### config.mk
export PLATFORM = sky130hd
export DESIGN_NAME = traffic_light_monitor
export DESIGN_NICKNAME = d
export VERILOG_FILES = /design/src/rtl/traffic_light_monitor.sv
export SDC_FILE = /design/constraint.sdc
export NUM_CORES = 1
export LEC_CHECK = 0
export ABC_AREA = 1
export BUFFER_PORTS_ARGS = -buffer_cell sky130_fd_sc_hd__clkbuf_2
export CAP_MARGIN = 40
export CORE_MARGIN = 4
export CORE_UTILIZATION = 45
export CTS_CLUSTER_DIAMETER = 40
export CTS_CLUSTER_SIZE = 12
export DETAILED_ROUTE_END_ITERATION = 16
export HOLD_SLACK_MARGIN = 0.1
export PLACE_DENSITY = 0.67
export SYNTH_ARGS = -nofsm -noshare
export SYNTH_HDL_FRONTEND = slang
export SYNTH_SLANG_ARGS = --single-unit
### constraint.sdc
create_clock -name clk -period 2.23 [get_ports clk]
set_input_delay 0.5575 -clock clk [delete_from_list [all_inputs] [get_ports clk]]
set_output_delay 0.5575 -clock clk [all_outputs]
set_load 0.01 [all_outputs]
### src/rtl/traffic_light_monitor.sv
// Receive-side observer for traffic-light lamp lines: decodes the phase on each tick,
// flags illegal lamp combinations, illegal phase order and bad dwell times, and counts cycles.
module traffic_light_monitor #(
  parameter int unsigned TIME_RED    = 30,
  parameter int unsigned TIME_YELLOW = 3,
  parameter int unsigned TIME_GREEN  = 20,
  parameter int unsigned TOL         = 2,
  parameter int unsigned CNT_W       = 6
) (
  input  logic       clk,
  input  logic       rst_n,
  input  logic       tick_i,
  input  logic [2:0] lights_i,
  input  logic       clear_i,
  output logic [2:0] phase_o,
  output logic       phase_change_o,
  output logic       err_combo_o,
  output logic       err_seq_o,
  output logic       err_time_o,
  output logic [7:0] cycles_o
);

  typedef enum logic [2:0] {
    PH_OFF = 3'd0,
    PH_RED = 3'd1,
    PH_RY  = 3'd2,
    PH_GRN = 3'd3,
    PH_YEL = 3'd4,
    PH_ILL = 3'd7
  } phase_e;

  localparam logic [CNT_W-1:0] DWELL_MAX = '1;
  localparam logic [7:0]       CYC_MAX   = 8'hFF;

  phase_e           phase_q, phase_d, sample_ph;
  logic [CNT_W-1:0] dwell_q, dwell_d;
  logic             pc_q, pc_d;
  logic             err_combo_q, err_combo_d;
  logic             err_seq_q, err_seq_d;
  logic             err_time_q, err_time_d;
  logic [7:0]       cycles_q, cycles_d;

  // Nominal dwell of the phase being left.
  function automatic int unsigned nominal_time(input phase_e ph);
    case (ph)
      PH_RED:        return TIME_RED;
      PH_RY, PH_YEL: return TIME_YELLOW;
      PH_GRN:        return TIME_GREEN;
      default:       return 0;
    endcase
  endfunction

  // A saturated counter no longer holds the true dwell, so it never passes.
  function automatic logic dwell_ok(input logic [CNT_W-1:0] dwell, input int unsigned t);
    int unsigned lo;
    int unsigned hi;
    int unsigned d;
    lo = (t > TOL) ? (t - TOL) : 0;
    hi = t + TOL;
    d  = 32'(dwell);
    return (dwell != DWELL_MAX) && (d >= lo) && (d <= hi);
  endfunction

  // Lamp decode, {red, yellow, green}.
  always_comb begin
    case (lights_i)
      3'b000:  sample_ph = PH_OFF;
      3'b100:  sample_ph = PH_RED;
      3'b110:  sample_ph = PH_RY;
      3'b001:  sample_ph = PH_GRN;
      3'b010:  sample_ph = PH_YEL;
      default: sample_ph = PH_ILL;
    endcase
  end

  // Next-state and flag logic.
  always_comb begin
    logic       combo_set;
    logic       seq_set;
    logic       time_set;
    logic       cyc_inc;
    logic       legal;
    logic       timed;
    logic [7:0] cyc_base;

    phase_d   = phase_q;
    dwell_d   = dwell_q;
    pc_d      = 1'b0;
    combo_set = 1'b0;
    seq_set   = 1'b0;
    time_set  = 1'b0;
    cyc_inc   = 1'b0;
    legal     = 1'b0;
    timed     = 1'b0;

    if (tick_i) begin
      combo_set = (sample_ph == PH_ILL);
      if (sample_ph == phase_q) begin
        if (dwell_q != DWELL_MAX) dwell_d = dwell_q + CNT_W'(1);
      end else begin
        phase_d = sample_ph;
        dwell_d = CNT_W'(1);
        pc_d    = 1'b1;
        legal   = (sample_ph == PH_OFF) || (sample_ph == PH_ILL) || (phase_q == PH_ILL) ||
                  (phase_q == PH_OFF && sample_ph == PH_RED) ||
                  (phase_q == PH_RED && sample_ph == PH_RY)  ||
                  (phase_q == PH_RY  && sample_ph == PH_GRN) ||
                  (phase_q == PH_GRN && sample_ph == PH_YEL) ||
                  (phase_q == PH_YEL && sample_ph == PH_RED);
        seq_set = !legal;
        timed   = (phase_q == PH_RED || phase_q == PH_RY || phase_q == PH_GRN ||
                   phase_q == PH_YEL) && (sample_ph != PH_OFF) && (sample_ph != PH_ILL);
        time_set = timed && !dwell_ok(dwell_q, nominal_time(phase_q));
        cyc_inc  = (phase_q == PH_YEL) && (sample_ph == PH_RED);
      end
    end

    // A set or increment on the clearing edge wins over the clear.
    err_combo_d = (err_combo_q & ~clear_i) | combo_set;
    err_seq_d   = (err_seq_q   & ~clear_i) | seq_set;
    err_time_d  = (err_time_q  & ~clear_i) | time_set;
    cyc_base    = clear_i ? 8'd0 : cycles_q;
    if (cyc_inc && cyc_base != CYC_MAX) cycles_d = cyc_base + 8'd1;
    else                                cycles_d = cyc_base;
  end

  always_ff @(posedge clk or negedge rst_n) begin
    if (!rst_n) begin
      phase_q     <= PH_OFF;
      dwell_q     <= '0;
      pc_q        <= 1'b0;
      err_combo_q <= 1'b0;
      err_seq_q   <= 1'b0;
      err_time_q  <= 1'b0;
      cycles_q    <= 8'd0;
    end else begin
      phase_q     <= phase_d;
      dwell_q     <= dwell_d;
      pc_q        <= pc_d;
      err_combo_q <= err_combo_d;
      err_seq_q   <= err_seq_d;
      err_time_q  <= err_time_d;
      cycles_q    <= cycles_d;
    end
  end

  assign phase_o        = phase_q;
  assign phase_change_o = pc_q;
  assign err_combo_o    = err_combo_q;
  assign err_seq_o      = err_seq_q;
  assign err_time_o     = err_time_q;
  assign cycles_o       = cycles_q;

endmodule

# == Word level (Yosys, flattened, before mapping) ==
# Cells that the tools add are included.
# totals
ff_bits,21
latchBits,0
ramBits,0
romBits,0
input_bits,7
out_inout_bits,15
wordCells,89
n_memories,0
# classes
n_addsub,4
n_mul,0
n_div,0
magnitude_cmp,3
n_eq_ne,19
shifts,0
muxes,18
bitwise_logic,8
n_reduce_logical,30
# ops
operator,count
$mux W32,3
$add A32 B2 Y32 const B,1
$ge A6 B32 Y1,1
$gt A32 B2 Y1 const B,1
$le A6 B32 Y1,1
$sub A32 B2 Y32 const B,1
$eq A3 B3 Y1 const B,6
$mux W8,2
$eq A3 B2 Y1 const B,5
$pmux W3 S5,1
$pmux W5 S3,1
$mux W6,2
$logic_and A1 B1 Y1,11
$logic_or A1 B1 Y1,10
$eq A3 B1 Y1 const B,3
$logic_not A3 Y1,3
$mux W1,9
$add A8 B1 Y8 const B,1
$ne A8 B8 Y1 const B,1
$add A6 B1 Y6 const B,1
$ne A6 B6 Y1 const B,1
$reduce_and A2 Y1,2
$and A1 B1 Y1,3
$eq A3 B3 Y1,1
7 further kinds,11

# == Logic depth before layout (Yosys ltp) ==
# Gate-level depths: netlist of run 1.
# depth
depth_word,15
depth_mapped,19
ltp_nobuf,19

# == Worst setup path before layout of run 1 ==
# No wires, ideal clock.
# synth_timing
path_kind,register to register
start,"reg phase_q[0], in the netlist phase_o[0]"
end,"reg err_time_q, in the netlist err_time_o"
setup_time_ns,0.116
arrival_ns,2.070
required_ns,2.114
setup_slack_ns,0.044
path_stages_with_launch,15
n_path_buf,0
period_less_slack_ns,2.186
cell_sequence,dfrtp_1 inv_1 nor3_2 nor2_1 ha_1 inv_1 nand2_1 ha_1 nand2_1 a21oi_1 nand2_1 nand3_1 nand3_1 nand2_1 nand2_1
# synth_via
elab_chain_len,15
elab_cells_between_ends,27
classes_between,add/sub (2); order compare (3); eq/ne (5); mux (6); bitwise (1); reduce/logical (10)
# synth_rtl
element,line,text
start: declaration,35,"phase_e phase_q, phase_d, sample_ph;"
start signal: assignment,137,phase_q <= phase_d;
$eq A3 B2 Y1 or $eq A3 B3 Y1 (tied branches),"45, 111, 112",
$reduce_or A2 Y1,45,case (ph)
$pmux W5 S3,45,
$mux W32,98,if (sample_ph == phase_q) begin
$mux W32,96,if (tick_i) begin
$sub A32 B2 Y32 or $gt A32 B2 Y1 (tied branches),58,lo = (t > TOL) ? (t - TOL) : 0;
$mux W32,58,
$ge A6 B32 Y1,61,return (dwell != DWELL_MAX) && (d >= lo) && (d <= hi);
$logic_and A1 B1 Y1 (2 in series),61,
$logic_not A1 Y1,113,"time_set = timed && !dwell_ok(dwell_q, nominal_time(phase_q));"
$logic_and A1 B1 Y1,113,
$mux W1 (*),98,
$mux W1 (*),96,
$or A1 B1 Y1 (*),121,err_time_d = (err_time_q & ~clear_i) | time_set;
named net err_time_d,40,"logic err_time_q, err_time_d;"
end signal: assignment,142,err_time_q <= err_time_d;
end: declaration,40,
# The timed path passes the listed nets; every way through them passes the cells marked *. The select of a mux whose other input is x is not followed.
# A chain may end at the register's enable or synchronous reset.

# == Final worst setup path of run 1 ==
# layout_timing
start,"reg phase_q[1], in the netlist phase_o[1]"
end,"reg err_time_q, in the netlist err_time_o"
# Same word-level chain as after synthesis.

==> results of run 1 <==
worst max-delay path: cells and delay by family (launching register included):
family	cells	cell delay [ns]
buffers and inverters	3	0.22
AOI/OAI and AO/OA	1	0.16
and+or+nand+nor	10	0.79
adders and majority gates	2	0.50
DFF	1	0.41
cell usage after synthesis:
cell type / number
sky130_fd_sc_hd__clkbuf_2: 1
sky130_fd_sc_hd__nor3_1: 5
sky130_fd_sc_hd__nand2_4: 2
sky130_fd_sc_hd__nand3_4: 1
sky130_fd_sc_hd__nor2_2: 1
sky130_fd_sc_hd__inv_2: 9
sky130_fd_sc_hd__nand2_1: 66
sky130_fd_sc_hd__ha_1: 17
sky130_fd_sc_hd__inv_1: 35
sky130_fd_sc_hd__nor2_1: 15
sky130_fd_sc_hd__xnor2_1: 3
sky130_fd_sc_hd__o21ai_1: 3
sky130_fd_sc_hd__buf_6: 1
sky130_fd_sc_hd__nand2_2: 7
sky130_fd_sc_hd__nor3_4: 1
sky130_fd_sc_hd__nor3_2: 5
sky130_fd_sc_hd__a21oi_1: 4
sky130_fd_sc_hd__inv_4: 2
sky130_fd_sc_hd__xor2_1: 4
sky130_fd_sc_hd__nor3b_2: 1
sky130_fd_sc_hd__a32o_1: 1
sky130_fd_sc_hd__o21ai_2: 2
sky130_fd_sc_hd__nand3_1: 20
sky130_fd_sc_hd__o21a_1: 1
sky130_fd_sc_hd__nand3_2: 2
sky130_fd_sc_hd__o21ai_0: 7
sky130_fd_sc_hd__o211ai_1: 1
sky130_fd_sc_hd__nand4_1: 3
sky130_fd_sc_hd__dfrtp_1: 21
sky130_fd_sc_hd__nor2_4: 3
logic make-up after synthesis:
group	count (synthesis)	share of synthesized area
buffers and inverters	48	0.1092
AO/OA/AOI/OAI	19	0.06338
AND/OR/NAND/NOR	132	0.3775
XOR/XNOR	7	0.03451
adder cells (fa/ha/maj)	17	0.1197
flip-flops	21	0.2958
stage by stage:
stage	instance area [µm²]	setup slack, ns	instances	TNS [ns]
after global placement	1986	-0.08819	319	-0.08819
after CTS	2056	0.02018	324	0
final	2125	0.05365	327	0
after global routing	2125	-0.1207	327	-0.1207
after detailed placement	1986	-0.1238	319	-0.1238
after floorplan	1777	0.04377	244	0
per-layer routing:
metal / track usage / up-vias
li1: - / 845
met3: 0.01989 / 4
met4: 0.05846 / 0
met5: 0 / -
met1: 0.2215 / 749
met2: 0.2729 / 26
registers in the layout (all words and copies together), names as in the netlist:
register	cells
cycles_o	8
err_time_o	1
err_combo_o	1
err_seq_o	1
dwell_q	6
phase_change_o	1
phase_o	3
final cells by class:
class                      instances  area [µm²]  share of cell area
clock inverter                     1       5.005            0.002356
tap                               48       60.06             0.02827
inverter                          46       177.7             0.08363
multi-input combinational        175        1117              0.5259
sequential                        21       528.0              0.2485
clock buffer                       3       41.29             0.01943
timing repair buffer              33       195.2             0.09187
power groups by stage:
stage	clock [W]	sequential (W)	combinational, W
floorplan	0	0.000442	0.000257
global placement	0	0.000434	0.000389
CTS	0.000272	0.000428	0.000412
finish	0.000264	0.000432	0.000457
detailed placement	0	0.000435	0.000396
global route	0.000289	0.000436	0.000518
cell usage in the layout, fill, tap and decap left out:
cell type	Yosys	routed
sky130_fd_sc_hd__a21oi_1	4	4
sky130_fd_sc_hd__a32o_1	1	1
sky130_fd_sc_hd__buf_4	0	12
sky130_fd_sc_hd__clkbuf_2	1	21
sky130_fd_sc_hd__clkbuf_8	0	3
sky130_fd_sc_hd__clkinv_2	0	1
sky130_fd_sc_hd__dfrtp_1	21	19
sky130_fd_sc_hd__dfrtp_2	0	2
sky130_fd_sc_hd__ha_1	17	15
sky130_fd_sc_hd__ha_4	0	2
sky130_fd_sc_hd__inv_1	35	29
sky130_fd_sc_hd__inv_2	9	15
sky130_fd_sc_hd__inv_4	2	2
sky130_fd_sc_hd__nand2_1	66	65
sky130_fd_sc_hd__nand2_2	7	8
sky130_fd_sc_hd__nand2_4	2	2
sky130_fd_sc_hd__nand3_1	20	20
sky130_fd_sc_hd__nand3_2	2	2
sky130_fd_sc_hd__nand3_4	1	1
sky130_fd_sc_hd__nand4_1	3	3
sky130_fd_sc_hd__nor2_1	15	12
sky130_fd_sc_hd__nor2_2	1	3
sky130_fd_sc_hd__nor2_4	3	4
sky130_fd_sc_hd__nor3_1	5	5
sky130_fd_sc_hd__nor3_2	5	3
sky130_fd_sc_hd__nor3_4	1	3
sky130_fd_sc_hd__nor3b_2	1	1
sky130_fd_sc_hd__o211ai_1	1	1
sky130_fd_sc_hd__o21a_1	1	1
sky130_fd_sc_hd__o21ai_0	7	7
sky130_fd_sc_hd__o21ai_1	3	3
sky130_fd_sc_hd__o21ai_2	2	2
sky130_fd_sc_hd__xnor2_1	3	2
sky130_fd_sc_hd__xnor2_2	0	1
sky130_fd_sc_hd__xor2_1	4	4
worst max-delay path by stage:
stage                 end  slack, ns  depth (start not counted)
2_1_floorplan  err_time_o       0.04                         14
3_3_place_gp   err_time_o      -0.09                         19
3_5_place_dp   err_time_o      -0.12                         19
4_1_cts        err_time_o       0.02                         18
5_1_grt        err_time_o      -0.12                         18
6_report       err_time_o       0.05                         16
what timing repair did:
| item | 4_1_cts | 5_1_grt |
|---|---|---|
| gates resized for setup | 6 | 13 |
| setup buffers | 1 | 3 |
| pin swaps | 0 | 8 |
| endpoints found under the setup margin | 1 | 1 |
==> run_summary.xml, run 1 <==
<?xml version="1.0" encoding="UTF-8"?>
<metrics>
  <group name="run_status">
    <metric name="outcome" unit="">finished clean</metric>
  </group>
  <group name="layout">
    <metric name="antenna_cells" unit="">0</metric>
    <metric name="syn2layout_area_growth" unit="%">19.58</metric>
    <metric name="layout.nets" unit="">304</metric>
    <metric name="n_fill_cell" unit="">377</metric>
    <metric name="layout-drive-gt1-share" unit="">0.3154</metric>
    <metric name="utilization" unit="">0.5675</metric>
  </group>
  <group name="job">
    <metric name="cap_viol_max_count" unit="">0</metric>
  </group>
  <group name="cts">
    <metric name="worst_setup_hold_path_clk_slew" unit="ns">0.08</metric>
    <metric name="h-tree-depth" unit="">1</metric>
    <metric name="clock-root-buffer" unit="">sky130_fd_sc_hd__clkbuf_8</metric>
    <metric name="clock_tree_from_tritoncts" unit="">yes</metric>
    <metric name="cts.hold.buffers_added" unit="">0</metric>
    <metric name="cts-buffers-inserted" unit="">3</metric>
    <metric name="clock_path_buffers" unit="">2</metric>
    <metric name="clock_insertion_delay_worst_skew" unit="ns">0.27</metric>
    <metric name="cts.sink_count" unit="">21</metric>
  </group>
  <group name="grt">
    <metric name="grt_util_all_layers" unit="">0.1649</metric>
    <metric name="vias_in_the_first_global_route" unit="">1507</metric>
    <metric name="grt_max_degree" unit="">22</metric>
    <metric name="number_of_antenna_violations_at_the_first_check_in_global_routing" unit="">0</metric>
    <metric name="gr-total-overflow" unit="">0</metric>
    <metric name="wire_length_of_the_first_global_routing_pass" unit="µm">6727</metric>
  </group>
  <group name="floorplan">
    <metric name="dieHeight" unit="µm">70.84</metric>
    <metric name="rows" unit="">22</metric>
    <metric name="coreArea" unit="mm²">0.003744</metric>
    <metric name="number_of_primary_i_o_pins" unit="">22</metric>
    <metric name="initial_utilization" unit="">0.4746</metric>
    <metric name="floorplan.die.width" unit="µm">70.84</metric>
    <metric name="die_area" unit="mm²">0.005018</metric>
  </group>
  <group name="logic_synthesis">
    <metric name="synth.ff_latch_count" unit="">21</metric>
    <metric name="synthCells" unit="">244</metric>
    <metric name="synth.top_cells.by_area" unit="">sky130_fd_sc_hd__dfrtp_1, sky130_fd_sc_hd__nand2_1, sky130_fd_sc_hd__ha_1</metric>
    <metric name="synth_area_leader_cell" unit="">sky130_fd_sc_hd__dfrtp_1</metric>
    <metric name="synth.net_count" unit="">268</metric>
    <metric name="yosysWarnings" unit="">0</metric>
    <metric name="synth_sequential_area_ratio" unit="">0.2958</metric>
    <metric name="syn_area" unit="mm²">0.001777</metric>
    <metric name="synthDistinctLibCells" unit="">30</metric>
    <metric name="synth_area_per_cell" unit="µm²">7.282</metric>
    <metric name="synth_top_cell_area_share" unit="">0.2958</metric>
  </group>
  <group name="timing">
    <metric name="worst_margin_pin_slew" unit="ns">0.5601</metric>
    <metric name="finClkSkew" unit="ns">0.002687</metric>
    <metric name="grt_setup_unrepaired" unit="">true</metric>
    <metric name="setup_violations" unit="">0</metric>
    <metric name="fmax" unit="MHz">459.5</metric>
    <metric name="period_needed" unit="ns">2.176</metric>
    <metric name="final-hold-violation-count" unit="">0</metric>
    <metric name="maxSlewViolCount" unit="">0</metric>
    <metric name="min_period_over_period" unit="">0.9759</metric>
    <metric name="timing.slew.headroom" unit="">0.6266</metric>
    <metric name="final.hold.worst_slack" unit="ns">0.2611</metric>
  </group>
  <group name="critical_path">
    <metric name="critPathMaxStageDelay" unit="ns">0.41</metric>
    <metric name="reg2reg_slack" unit="ns">0.05</metric>
    <metric name="kind_of_capture_point_of_the_worst_setup_path" unit="">flip-flop</metric>
    <metric name="critPathMostFrequentCell" unit="">sky130_fd_sc_hd__nand2_1</metric>
    <metric name="worst_r2r_startpoint" unit="">phase_o[1]</metric>
    <metric name="reg2regPathDepth" unit="">16</metric>
    <metric name="timing.rr.end" unit="">err_time_o</metric>
    <metric name="critPathMaxFanout" unit="">4</metric>
    <metric name="startpoint" unit="">phase_o[1]</metric>
    <metric name="worstPathCellList" unit="">inv_2, nor3_4, inv_1, nand2_2, nor2_4, ha_1, inv_2, nand2_1, ha_1, nand2_1, a21oi_1, nand2_1, nand3_1, nand3_1, nand2_1, nand2_1</metric>
    <metric name="crit_path_top_delay_cell" unit="">sky130_fd_sc_hd__dfrtp_1</metric>
    <metric name="critPathLaunchType" unit="">flip-flop</metric>
    <metric name="signal_arrival_time_at_the_worst_endpoint" unit="ns">2.34</metric>
    <metric name="cp_data_required_time" unit="ns">2.40</metric>
    <metric name="path_class" unit="">reg2reg</metric>
  </group>
  <group name="route">
    <metric name="drt_drc_violations_left" unit="">0</metric>
    <metric name="num_vias" unit="">1624</metric>
    <metric name="router_iterations_before_antenna_repair" unit="">4</metric>
    <metric name="detailedRoute.firstIterationViolations" unit="">76</metric>
    <metric name="vias_per_cell" unit="">4.966</metric>
    <metric name="topRoutingLayerUsed" unit="">met4</metric>
    <metric name="met3_length" unit="µm">127</metric>
    <metric name="met2_wirelength" unit="µm">1897</metric>
    <metric name="ant_nets" unit="">0</metric>
    <metric name="wl" unit="µm">3913</metric>
    <metric name="met1_layer_wirelength_in_the_final_routing" unit="µm">1842</metric>
    <metric name="drt-wirelength-per-cell" unit="µm">11.97</metric>
  </group>
  <group name="place">
    <metric name="post-dp-hpwl" unit="µm">3197</metric>
    <metric name="count_of_port_buffers_added_during_placement" unit="">21</metric>
    <metric name="finalWeightedCongestion" unit="">0.8592</metric>
  </group>
  <group name="worst_hold_path">
    <metric name="holdCritPathClass" unit="">in2async</metric>
  </group>
  <group name="power_and_ir_drop">
    <metric name="clock_power_share" unit="">0.229</metric>
    <metric name="netSwitchingPower" unit="W">0.0004381</metric>
    <metric name="power.sequential.fraction" unit="">0.375</metric>
    <metric name="power.density_cell_area" unit="mW/mm²">542.7</metric>
    <metric name="intPower" unit="W">0.0007149</metric>
    <metric name="totalPowerFinal" unit="W">0.001153</metric>
    <metric name="irDropWorstVdd" unit="mV">0.3140</metric>
    <metric name="total_leakage_power" unit="nW">1.104</metric>
    <metric name="power.share.switching" unit="">0.3800</metric>
    <metric name="p_comb_frac" unit="">0.396</metric>
  </group>
</metrics>
Note: power is estimated with default switching activity, not from simulation.
==> run 2, diff against run 1 <==
CORE_MARGIN = 10   (was 4)
CTS_BUF_LIST = sky130_fd_sc_hd__clkbuf_16   (was unset)
SLEW_MARGIN = 10   (was unset)
==> run 2 against run 1 <==
  * Clock power up 40%
  * Via count down 2.7%
  * Clock skew shrank 0.0013 ns
  * Final cell count increased by 0.92%
  * Register-to-register slack about the same
  * Cell area increased by 2.0%
  * Fmax is 0.63% lower
  * Total power increased by 10%
  * First-iteration DRC count fell by 3.9%
  * Combinational power up 4.6%
  * Critical path type unchanged
  * Largest power group unchanged
==> run_summary.xml, run 2 (synthesis results as in run 1) <==
<?xml version="1.0" encoding="UTF-8"?>
<metrics>
  <group name="run_status">
    <metric name="outcome" unit="">finished clean</metric>
  </group>
  <group name="floorplan">
    <metric name="dieHeight" unit="µm">82.84</metric>
    <metric name="rows" unit="">22</metric>
    <metric name="floorplan.die.width" unit="µm">82.84</metric>
    <metric name="initial_utilization" unit="">0.4746</metric>
    <metric name="coreArea" unit="mm²">0.003744</metric>
    <metric name="number_of_primary_i_o_pins" unit="">22</metric>
    <metric name="die_area" unit="mm²">0.006862</metric>
  </group>
  <group name="layout">
    <metric name="syn2layout_area_growth" unit="%">21.97</metric>
    <metric name="largest_reg_flops" unit="">8</metric>
    <metric name="final_cell_area" unit="mm²">0.002167</metric>
    <metric name="layout_common_cells" unit="">sky130_fd_sc_hd__nand2_1, sky130_fd_sc_hd__inv_1, sky130_fd_sc_hd__clkbuf_2</metric>
    <metric name="layout-drive-gt1-share" unit="">0.3156</metric>
    <metric name="antenna_cells" unit="">0</metric>
    <metric name="layout.nets" unit="">307</metric>
    <metric name="final_common_cell" unit="">sky130_fd_sc_hd__nand2_1</metric>
  </group>
  <group name="timing">
    <metric name="timing.slew.headroom" unit="">0.6422</metric>
    <metric name="maxSlewViolCount" unit="">0</metric>
    <metric name="final_critical_path_setup_slack" unit="ns">0.03981</metric>
    <metric name="min_period_over_period" unit="">0.9821</metric>
    <metric name="grt_setup_unrepaired" unit="">true</metric>
    <metric name="finalSetupTns" unit="ns">0</metric>
    <metric name="setup_violations" unit="">0</metric>
    <metric name="fmax" unit="MHz">456.6</metric>
    <metric name="period_needed" unit="ns">2.190</metric>
    <metric name="worst_margin_pin_slew" unit="ns">0.5367</metric>
    <metric name="finClkSkew" unit="ns">0.001367</metric>
    <metric name="final-hold-violation-count" unit="">0</metric>
  </group>
  <group name="critical_path">
    <metric name="reg2reg_slack" unit="ns">0.04</metric>
    <metric name="kind_of_capture_point_of_the_worst_setup_path" unit="">flip-flop</metric>
    <metric name="crit_path_top_delay_cell" unit="">sky130_fd_sc_hd__dfrtp_1</metric>
    <metric name="reg2regPathDepth" unit="">16</metric>
    <metric name="signal_arrival_time_at_the_worst_endpoint" unit="ns">2.33</metric>
    <metric name="path_class" unit="">reg2reg</metric>
    <metric name="cp_data_required_time" unit="ns">2.37</metric>
    <metric name="timing.rr.end" unit="">err_time_o</metric>
    <metric name="critPathMaxFanout" unit="">4</metric>
    <metric name="worstPathCellList" unit="">inv_2, nor3_2, inv_1, nand2_2, nor2_4, ha_2, inv_2, nand2_1, ha_1, nand2_1, a21oi_2, nand2_1, nand3_1, nand3_1, nand2_1, nand2_1</metric>
    <metric name="critPathMostFrequentCell" unit="">sky130_fd_sc_hd__nand2_1</metric>
    <metric name="worst_r2r_startpoint" unit="">phase_o[1]</metric>
    <metric name="critPathMaxStageDelay" unit="ns">0.41</metric>
    <metric name="critPathLaunchType" unit="">flip-flop</metric>
  </group>
  <group name="power_and_ir_drop">
    <metric name="power.share.switching" unit="">0.3376</metric>
    <metric name="total_leakage_power" unit="nW">1.132</metric>
    <metric name="power.density_cell_area" unit="mW/mm²">587.9</metric>
    <metric name="irDropWorstVdd" unit="mV">0.4594</metric>
    <metric name="power.sequential.fraction" unit="">0.336</metric>
    <metric name="netSwitchingPower" unit="W">0.0004301</metric>
    <metric name="clock_power_share" unit="">0.289</metric>
    <metric name="intPower" unit="W">0.0008439</metric>
    <metric name="p_comb_frac" unit="">0.375</metric>
  </group>
  <group name="route">
    <metric name="vias_per_cell" unit="">4.788</metric>
    <metric name="num_vias" unit="">1580</metric>
    <metric name="wl" unit="µm">4037</metric>
    <metric name="router_iterations_before_antenna_repair" unit="">4</metric>
    <metric name="ant_nets" unit="">0</metric>
    <metric name="detailedRoute.firstIterationViolations" unit="">73</metric>
    <metric name="drt-wirelength-per-cell" unit="µm">12.23</metric>
    <metric name="drt_drc_violations_left" unit="">0</metric>
  </group>
  <group name="cts">
    <metric name="h-tree-depth" unit="">1</metric>
    <metric name="cts.hold.buffers_added" unit="">0</metric>
    <metric name="cts.sink_count" unit="">21</metric>
    <metric name="clock_tree_from_tritoncts" unit="">yes</metric>
    <metric name="worst_setup_hold_path_clk_slew" unit="ns">0.06</metric>
    <metric name="clock_path_buffers" unit="">2</metric>
    <metric name="clock_insertion_delay_worst_skew" unit="ns">0.25</metric>
    <metric name="cts-buffers-inserted" unit="">3</metric>
    <metric name="clock-root-buffer" unit="">sky130_fd_sc_hd__clkbuf_16</metric>
  </group>
  <group name="grt">
    <metric name="number_of_antenna_violations_at_the_first_check_in_global_routing" unit="">0</metric>
    <metric name="grt_max_degree" unit="">22</metric>
    <metric name="wire_length_of_the_first_global_routing_pass" unit="µm">6548</metric>
    <metric name="grt_util_all_layers" unit="">0.1079</metric>
    <metric name="gr-total-overflow" unit="">0</metric>
    <metric name="vias_in_the_first_global_route" unit="">1428</metric>
  </group>
  <group name="place">
    <metric name="place_ws" unit="ns">-0.01781</metric>
    <metric name="finalWeightedCongestion" unit="">0.8341</metric>
    <metric name="post-dp-hpwl" unit="µm">3138</metric>
    <metric name="placed_area" unit="mm²">0.001993</metric>
    <metric name="count_of_port_buffers_added_during_placement" unit="">21</metric>
  </group>
  <group name="job">
    <metric name="cap_viol_max_count" unit="">0</metric>
  </group>
  <group name="worst_hold_path">
    <metric name="holdCritPathClass" unit="">in2async</metric>
  </group>
</metrics>
-- run 2: cell types whose count changed in the layout (fill, tap and decap cells not counted), moves of 2 or more --
cell	previous run	this run
sky130_fd_sc_hd__buf_4	12	15
sky130_fd_sc_hd__clkbuf_16	0	3
sky130_fd_sc_hd__clkbuf_8	3	0
sky130_fd_sc_hd__nor3_2	3	5
sky130_fd_sc_hd__nor3_4	3	1
-- run 2: metrics by stage --
stage                       util  hold WS [ns]  total power (W)  instances
after floorplan                -        0.2619        0.0006986        244
after global placement    0.5324        0.4849        0.0008209        320
after detailed placement  0.5324        0.4871        0.0008266        320
after CTS                 0.5541        0.2968         0.001206        324
after global routing      0.5789        0.3208         0.001363        330
final                     0.5789        0.2777         0.001274        330
-- run 2: repair_timing --
action	in CTS	in global routing
endpoints found under the hold margin	0	0
gates resized for setup	1	15
endpoints found under the setup margin	1	1
pin swaps	0	9
setup buffers	0	6
-- run 2: how the worst max path moves through the flow --
stage / startpoint / endpoint / slack (ns)
after floorplan: phase_o[0] / err_time_o / 0.04
after global placement: phase_o[1] / err_time_o / 0.02
after detailed placement: phase_o[1] / err_time_o / -0.02
after CTS: phase_o[1] / err_time_o / 0.05
after global routing: phase_o[1] / err_time_o / -0.08
final: phase_o[1] / err_time_o / 0.04
-- run 2: layer usage --
layer | track usage | share of wire | up-vias
met2 | 0.1774 | 0.49 | 26
met3 | 0.02539 | 0.038 | 2
met4 | 0.01385 | 0.0022 | 0
li1 | - | - | 846
met5 | 0 | 0 | -
met1 | 0.1419 | 0.47 | 706
-- run 2: layout make-up --
type	instances	area, µm²
Timing Repair Buffer	36	217.7
Clock buffer	3	75.07
Inverter	46	177.7
Tap cell	48	60.06
Sequential cell	21	526.8
Fill cell	389	1577
Clock inverter	1	3.754
Multi-Input combinational cell	175	1106
-- run 2: critical path, delay by kind of cell, from the launching register on --
family,cells,cell delay [ns]
compound gates,1,0.13
fa+ha+maj,2,0.48
buf+inv,3,0.22
flops,1,0.41
simple gates,10,0.83
-- run 2: power groups by stage --
stage                     Clock, W  Sequential [W]  Combinational, W
after CTS                 0.000383        0.000427          0.000397
after global routing      0.000402        0.000431          0.000530
after global placement           0        0.000434          0.000387
final                     0.000369        0.000428          0.000478
after floorplan                  0        0.000442          0.000257
after detailed placement         0        0.000433          0.000393
